--- src/rtl/register_file_if.sv ---
// rtl/register_file_if.sv - bus bundle between the register file and its user
//
// Groups the write port, both read ports, the debug port and the write counter.
//   master : drives regWrite/readReg1/readReg2/writeReg/writeData/dbgReg,
//            observes readData1/readData2/dbgData/writeCount
//   slave  : the register file side (mirror of master)

interface register_file_if #(
    parameter int WIDTH      = 32,
    parameter int DEPTH_LOG2 = 5
);
    logic                  regWrite;
    logic [DEPTH_LOG2-1:0] readReg1;
    logic [DEPTH_LOG2-1:0] readReg2;
    logic [DEPTH_LOG2-1:0] writeReg;
    logic [WIDTH-1:0]      writeData;
    logic [DEPTH_LOG2-1:0] dbgReg;
    logic [WIDTH-1:0]      readData1;
    logic [WIDTH-1:0]      readData2;
    logic [WIDTH-1:0]      dbgData;
    logic [31:0]           writeCount;

    modport master (
        output regWrite, readReg1, readReg2, writeReg, writeData, dbgReg,
        input  readData1, readData2, dbgData, writeCount
    );

    modport slave (
        input  regWrite, readReg1, readReg2, writeReg, writeData, dbgReg,
        output readData1, readData2, dbgData, writeCount
    );
endinterface

--- src/rtl/register_file.sv ---
// rtl/register_file.sv - 32 x 32-bit MIPS general-purpose register file
//
// Two combinational read ports (optionally bypassing the in-flight write),
// one synchronous write port, a never-bypassed debug read port and a
// committed-write counter. Register 0 is hardwired to zero.
//   clk   : rising-edge clock
//   rst_n : asynchronous active-low reset, clears all registers and the counter
//   rf    : register_file_if slave port (see register_file_if.sv)

module register_file #(
    parameter int WIDTH      = 32,
    parameter int DEPTH_LOG2 = 5,
    parameter bit BYPASS     = 1'b1
) (
    input  logic           clk,
    input  logic           rst_n,
    register_file_if.slave rf
);
    localparam int DEPTH = 1 << DEPTH_LOG2;

    logic [WIDTH-1:0] regs_q [DEPTH];
    logic [WIDTH-1:0] regs_d [DEPTH];
    logic [31:0]      write_count_q;
    logic [31:0]      write_count_d;
    logic             wr_en;
    logic             hit1;
    logic             hit2;

    // Writes to r0 are dropped here so r0 storage stays zero after reset and
    // the counter only sees writes that actually land.
    always_comb begin
        wr_en         = rf.regWrite && (rf.writeReg != '0);
        regs_d        = regs_q;
        write_count_d = write_count_q;
        if (wr_en) begin
            regs_d[rf.writeReg] = rf.writeData;
            write_count_d       = write_count_q + 32'd1;
        end
    end

    always_ff @(posedge clk or negedge rst_n) begin
        if (!rst_n) begin
            for (int i = 0; i < DEPTH; i++) begin
                regs_q[i] <= '0;
            end
            write_count_q <= '0;
        end else begin
            regs_q        <= regs_d;
            write_count_q <= write_count_d;
        end
    end

    // Bypass is gated by rst_n so that a write presented while in reset can
    // never leak onto the read ports.
    always_comb begin
        hit1 = BYPASS && rst_n && wr_en && (rf.readReg1 == rf.writeReg);
        hit2 = BYPASS && rst_n && wr_en && (rf.readReg2 == rf.writeReg);

        if (!rst_n || (rf.readReg1 == '0)) begin
            rf.readData1 = '0;
        end else if (hit1) begin
            rf.readData1 = rf.writeData;
        end else begin
            rf.readData1 = regs_q[rf.readReg1];
        end

        if (!rst_n || (rf.readReg2 == '0)) begin
            rf.readData2 = '0;
        end else if (hit2) begin
            rf.readData2 = rf.writeData;
        end else begin
            rf.readData2 = regs_q[rf.readReg2];
        end

        if (!rst_n || (rf.dbgReg == '0)) begin
            rf.dbgData = '0;
        end else begin
            rf.dbgData = regs_q[rf.dbgReg];
        end

        rf.writeCount = rst_n ? write_count_q : 32'd0;
    end
endmodule

--- src/flat_wrapper.sv ---
// flat-port wrapper written by rule: the top's interface ports become plain ports
module register_file_flat 
#(
    parameter int WIDTH      = 32,
    parameter int DEPTH_LOG2 = 5,
    parameter bit BYPASS     = 1'b1
)
  (clk, rst_n, rf_regWrite, rf_readReg1, rf_readReg2, rf_writeReg, rf_writeData, rf_dbgReg, rf_readData1, rf_readData2, rf_dbgData, rf_writeCount);
  register_file_if #(.WIDTH(WIDTH), .DEPTH_LOG2(DEPTH_LOG2)) rf_i ();
  input  logic clk;
  input  logic rst_n;
  input wire logic [$bits(rf_i.regWrite)-1:0] rf_regWrite;
  input wire logic [$bits(rf_i.readReg1)-1:0] rf_readReg1;
  input wire logic [$bits(rf_i.readReg2)-1:0] rf_readReg2;
  input wire logic [$bits(rf_i.writeReg)-1:0] rf_writeReg;
  input wire logic [$bits(rf_i.writeData)-1:0] rf_writeData;
  input wire logic [$bits(rf_i.dbgReg)-1:0] rf_dbgReg;
  output wire logic [$bits(rf_i.readData1)-1:0] rf_readData1;
  output wire logic [$bits(rf_i.readData2)-1:0] rf_readData2;
  output wire logic [$bits(rf_i.dbgData)-1:0] rf_dbgData;
  output wire logic [$bits(rf_i.writeCount)-1:0] rf_writeCount;
  assign rf_i.regWrite = rf_regWrite;
  assign rf_i.readReg1 = rf_readReg1;
  assign rf_i.readReg2 = rf_readReg2;
  assign rf_i.writeReg = rf_writeReg;
  assign rf_i.writeData = rf_writeData;
  assign rf_i.dbgReg = rf_dbgReg;
  assign rf_readData1 = rf_i.readData1;
  assign rf_readData2 = rf_i.readData2;
  assign rf_dbgData = rf_i.dbgData;
  assign rf_writeCount = rf_i.writeCount;
  register_file #(.WIDTH(WIDTH), .DEPTH_LOG2(DEPTH_LOG2), .BYPASS(BYPASS)) u_core (.clk(clk), .rst_n(rst_n), .rf(rf_i));
endmodule
--- config.mk ---
export PLATFORM = sky130hd
export DESIGN_NAME = register_file_flat
export DESIGN_NICKNAME = d
export VERILOG_FILES = /design/src/rtl/register_file_if.sv /design/src/rtl/register_file.sv /design/src/flat_wrapper.sv
export SDC_FILE = /design/constraint.sdc
export NUM_CORES = 2
export LEC_CHECK = 0
export CAP_MARGIN = 0
export CORE_MARGIN = 10
export CORE_UTILIZATION = 53
export CTS_BUF_LIST = sky130_fd_sc_hd__clkbuf_2 sky130_fd_sc_hd__clkbuf_4 sky130_fd_sc_hd__clkbuf_8
export DETAILED_ROUTE_END_ITERATION = 6
export PLACE_DENSITY = 0.69
export SYNTH_ARGS = -nofsm -noshare
export SYNTH_HDL_FRONTEND = slang
export SYNTH_SLANG_ARGS = --single-unit
--- constraint.sdc ---
create_clock -name clk -period 2.75 [get_ports clk]
set_input_delay 0.275 -clock clk [delete_from_list [all_inputs] [get_ports clk]]
set_output_delay 0.275 -clock clk [all_outputs]
set_load 0.01 [all_outputs]
* Yosys cells after proc, flatten, opt, wreduce, memory -nomap -nowiden *
Cells that the tools add are included.

storage, ports and cells
  register bits after elaboration = 1056
  bits in latches = 0
  memory bits (writable) = 0
  memory bits (read-only) = 0
  input bits = 55
  output and inout bits = 128
  logic and storage cells = 76
  memories kept = 0

operators by class
  add/subtract/negate cells = 1
  multipliers = 0
  div/mod/pow operators = 0
  magnitude comparators = 5
  eq/ne operators = 2
  shift-type cells = 0
  multiplexer cells = 18
  bitwise operators = 4
  reductions and logical operators = 13

operators with widths
  cell                                                                  count
  1024-bit bitwise mux                                                  1
  32-bit binary-select mux with 5-bit select                            3
  32-bit two-way mux                                                    13
  32-bit demux with 5-bit select                                        1
  32-bit by 1-bit adder with 32-bit output, second input constant       1
  6-bit >= comparator, second input constant                            4
  5-bit NOT with 6-bit output                                           4
  5-bit logical NOT                                                     3
  5-bit equality test                                                   2
  6-bit by 1-bit < comparator with 1-bit output, second input constant  1
  1-bit logical AND                                                     5
  5-bit nonzero test                                                    1
  1-bit logical OR                                                      3
  1-bit logical NOT                                                     1

* Longest topological paths before layout *
  depth in word-level cells = 6
  mapped depth = 10
  depth with buffers taken out = 5

* Least setup slack after synthesis *
Ideal clock, no wire load.

  path type = input-to-output
  start point = input port rf_readReg1[1]
  end point = output port rf_readData1[0]
  data arrival time = 2.157 ns
  required time = 2.475 ns
  slack = 0.318 ns
  stages on the path = 7
  buffers on the path = 3
  cells stage by stage = buf_2 -> buf_2 -> clkbuf_1 -> mux4_2 -> mux4_2 -> nor2b_1 -> a211o_1

on the way
  cells in the longest elaborated chain, start to end = 6
  elaborated cells between the ends (all ways) = 10
  classes of those cells = eq/ne: 1; mux: 5; bitwise: 1; reduce/logical: 3

ends and longest elaborated chain
  item                                                    line                 RTL
  start: declaration                                      flat_wrapper.sv:13   input wire logic [$bits(rf_i.readReg1)-1:0] rf_readReg1;
  5-bit NOT with 6-bit output (not written as such)       register_file.sv:64  rf.readData1 = regs_q[rf.readReg1];
  32-bit binary-select mux with 5-bit select              register_file.sv:64
  32-bit two-way mux (not written as such) (2 in series)  register_file.sv:64
  32-bit two-way mux                                      register_file.sv:61  end else if (hit1) begin
  32-bit two-way mux (*)                                  register_file.sv:59  if (!rst_n || (rf.readReg1 == '0)) begin
  end: declaration                                        flat_wrapper.sv:18   output wire logic [$bits(rf_i.readData1)-1:0] rf_readData1;

Mark *: on every way between the ends. The rest lies on a longest branch, timed or not. The select of a mux whose other input is x is not followed.

* Final worst setup path *
  start point = register u_core.regs_q[31] (netlist bit)
  end point = output port rf_readData1[31]

on the way
  cells in the longest elaborated chain, start to end = 5

ends and longest elaborated chain
  item                                                    line                 RTL
  start: declaration                                      register_file.sv:21  logic [WIDTH-1:0] regs_q [DEPTH];
  start signal: assignment                                register_file.sv:48  regs_q <= regs_d;
  32-bit binary-select mux with 5-bit select              register_file.sv:64
  32-bit two-way mux (not written as such) (2 in series)  register_file.sv:64
  32-bit two-way mux                                      register_file.sv:61
  32-bit two-way mux                                      register_file.sv:59

No other way between the ends. The select of a mux whose other input is x is not followed.

==> reports/metrics.csv <==
metric,value,unit
result of the run,"complete, but fails checks",
violated checks,negative setup slack,
routed via count divided by cell count,7.11,
maximum buffer depth of the clock tree,3,
cells along the critical path,"mux4_2, mux4_2, nor2b_1, a211o_1, buf_6",
layout cell share with drive strength beyond 1,0.522,
maximum clock skew at final layout,28.0,ps
min-delay worst type,input pin to asynchronous set/reset pin,
Slew headroom,0.286,
sequential-to-total area share from yosys stat,0.408,
area taken by multi-input logic gates,37600,sq um
Port-buffer cells,182,
"top cells by area, synth","dfrtp_1 (41%), mux4_2 (21%), mux2_2 (12%)",
unrepaired setup endpoints after global routing,true,
Final Wtd Congestion,0.920,
total power of the final layout,51.9,mW
pin count of the biggest net entering global routing,173,
Mapped Cells,4640,
post-synth design cell area,64800,sq um
leading cell type by number of instances after synthesis,dfrtp_1,
main flop type after synthesis,dfrtp_1,
total of flip-flops plus latches after synthesis,1056,
overall overflow remaining after global route,0,
Critical Setup Path Class,flop to output port,
synthesis warning total,0,
root buffer cell,clkbuf_8,
maximum frequency from static timing analysis,306,MHz
TritonCTS Sinks,1056,
min cycle time layout,3270,ps
# rows,128,
endpoint type of the worst setup path,output port,
Most Frequent Cell on Critical Path,mux4_2,
area share of the largest cell type after synthesis,0.408,
number of max-slew violations in the final report,0,
most frequent cells after synthesis,"dfrtp_1 (1056), mux2_2 (714), mux4_2 (605)",
Area Growth Syn to Fin,23.8,%
clock slew at the register clock pins of the worst setup and hold paths,70,ps
synthesized netlist net count,4696,
number of vias in the routed layout,49800,
number of flops mapped to enable cells by yosys,0,
post-synth top area cell,dfrtp_1,
io pins,183,
Hold Fails Final Rpt,0,
count of routing violations after the opening detailed-route iteration,6111,
"Avg Cell Area, Syn",14.0,sq um
height of the die,370,microns
FF/Latch Area,26400,sq um
Initial Util,0.533,
Pwr Density,647,nW/um^2
crit start category,flop,
data arrival at the endpoint of the critical path,2990,ps
sum of routed wire length over all layers,236,mm
die width,370,microns
async set-or-reset flop fraction in the synthesized netlist,1.00,
global routing usage summed across all routing layers,0.339,
number of library cell types mapped by synthesis,47,
die area,137000,sq um
CP max stage delay,580,ps
transition time of the tightest slew-check pin,1070,ps
critical path data required time,2480,ps
number of antenna violations at the first check in global routing,6,
register-to-register setup slack,820,ps
post-detailed-placement half-perimeter wirelength,148,mm
clock tree from TritonCTS,yes,
clock latency on the worst-skew pair,950,ps
remaining routing DRC violations,0,
final clock period utilization by the worst path,1.19,
# nets final,5283,
Worst Path Max Fanout,3,
worst hold margin,84.8,ps
wire per inst,33.7,microns
max-cap violation count,0,
Critical Path Slowest Stage Cell,mux4_2,
cts bufs inserted,184,
via count of the first global-routing pass,50300,
Final ANT Viol Nets,0,
Placement Setup Slack,-787,ps
Core Footprint,122000,sq um
Initial DRT Pass Iterations,6,
Pleak,35.2,nW
maximum level of the CTS H-tree,4,
global-route wire length before repair,344,mm
final setup violation count,88,
setup slack after layout,-519,ps
"IR drop worst, VDD",0.557,mV
Filler Cells Inserted,8588,
==> worst paths after layout <==
check                           depth (start not counted)                     from                       end
worst max-delay path                                    5        u_core.regs_q[31]          rf_readData1[31]
worst min-delay path                                    4                    rst_n        u_core.regs_q[417]
worst max register to register                          5  u_core.write_count_q[2]  u_core.write_count_q[27]
worst min register to register                          0      u_core.regs_q[1016]       u_core.regs_q[1016]
max in group asynchronous                               5                    rst_n        u_core.regs_q[497]
min in group clk                                        2         rf_writeData[23]        u_core.regs_q[279]
==> logic make-up after synthesis <==
logic type | synth area share
compound gates | 0.0795
simple gates | 0.0238
xor+xnor | 0.00554
mux | 0.447
fa+ha+maj | 0.000193
buf+inv | 0.0359
flops | 0.408
==> worst max-delay path: cells and delay by family (launching register included) <==
family                 cells  cell delay [ps]
muxes                      2             1080
buffers and inverters      1              130
DFF                        1              400
AOI/OAI and AO/OA          1              250
and+or+nand+nor            1              170
==> per-stage QoR <==
step	area (sq um)	setup TNS [ps]	util	cells
floorplan	64800	0	-	4640
global placement	73600	-49280	0.605	6490
detailed placement	73600	-51320	0.605	6490
CTS	79100	-27200	0.650	6943
global route	80200	-26240	0.660	7000
finish	80200	-21390	0.660	7000
==> layer usage <==
metal | vias up | track usage | share of wire
li1 | 19700 | - | -
met1 | 26000 | 0.439 | 0.37
met2 | 3262 | 0.506 | 0.45
met3 | 850 | 0.0999 | 0.12
met4 | 6 | 0.199 | 0.068
met5 | - | 0 | 0.00015
==> layout by cell type, fill, tap and decap left out, drive strengths merged, types with 28 or more instances in the layout <==
master         count
mux2             992
xnor2             33
and2              32
a221oi            66
clkbuf           277
clkdlybuf4s50     67
o22ai             64
nor3              42
a211o             64
buf              873
nand2             28
dfrtp           1056
o221ai           128
clkinv            33
a22oi             97
a211oi            94
nor2              57
a21oi             97
mux4             605
a21o              33
o21bai            33
mux2i            419
nor2b             67
==> area by class of cell <==
class                      instances  share of cell area
multi-input combinational       3031               0.469
sequential                      1056               0.329
timing repair buffer             948               0.125
clock buffer                     276              0.0434
tap                             1625              0.0253
clock inverter                    56             0.00786
inverter                           6            0.000312
antenna                            2           0.0000624
==> timing repair <==
item                                    in CTS  in global routing
hold buffers                                 1                  0
endpoints found under the hold margin      170                  0
gates cloned                                 0                  2
endpoints found under the setup margin      96                125
resized for setup                          582                156
buffers inserted                           125                 67
pin swaps                                  163                 74
==> power breakdown <==
group          internal (mW)  total, mW  switching [mW]
logic                   8.38       14.4            6.02
registers               18.5       21.3            2.80
clock network           9.10       16.3            7.17
==> registers in the layout (all words and copies together), names as in the netlist <==
name                  cells
u_core.write_count_q     32
u_core.regs_q          1024
Power figures use the tool's default switching activity.
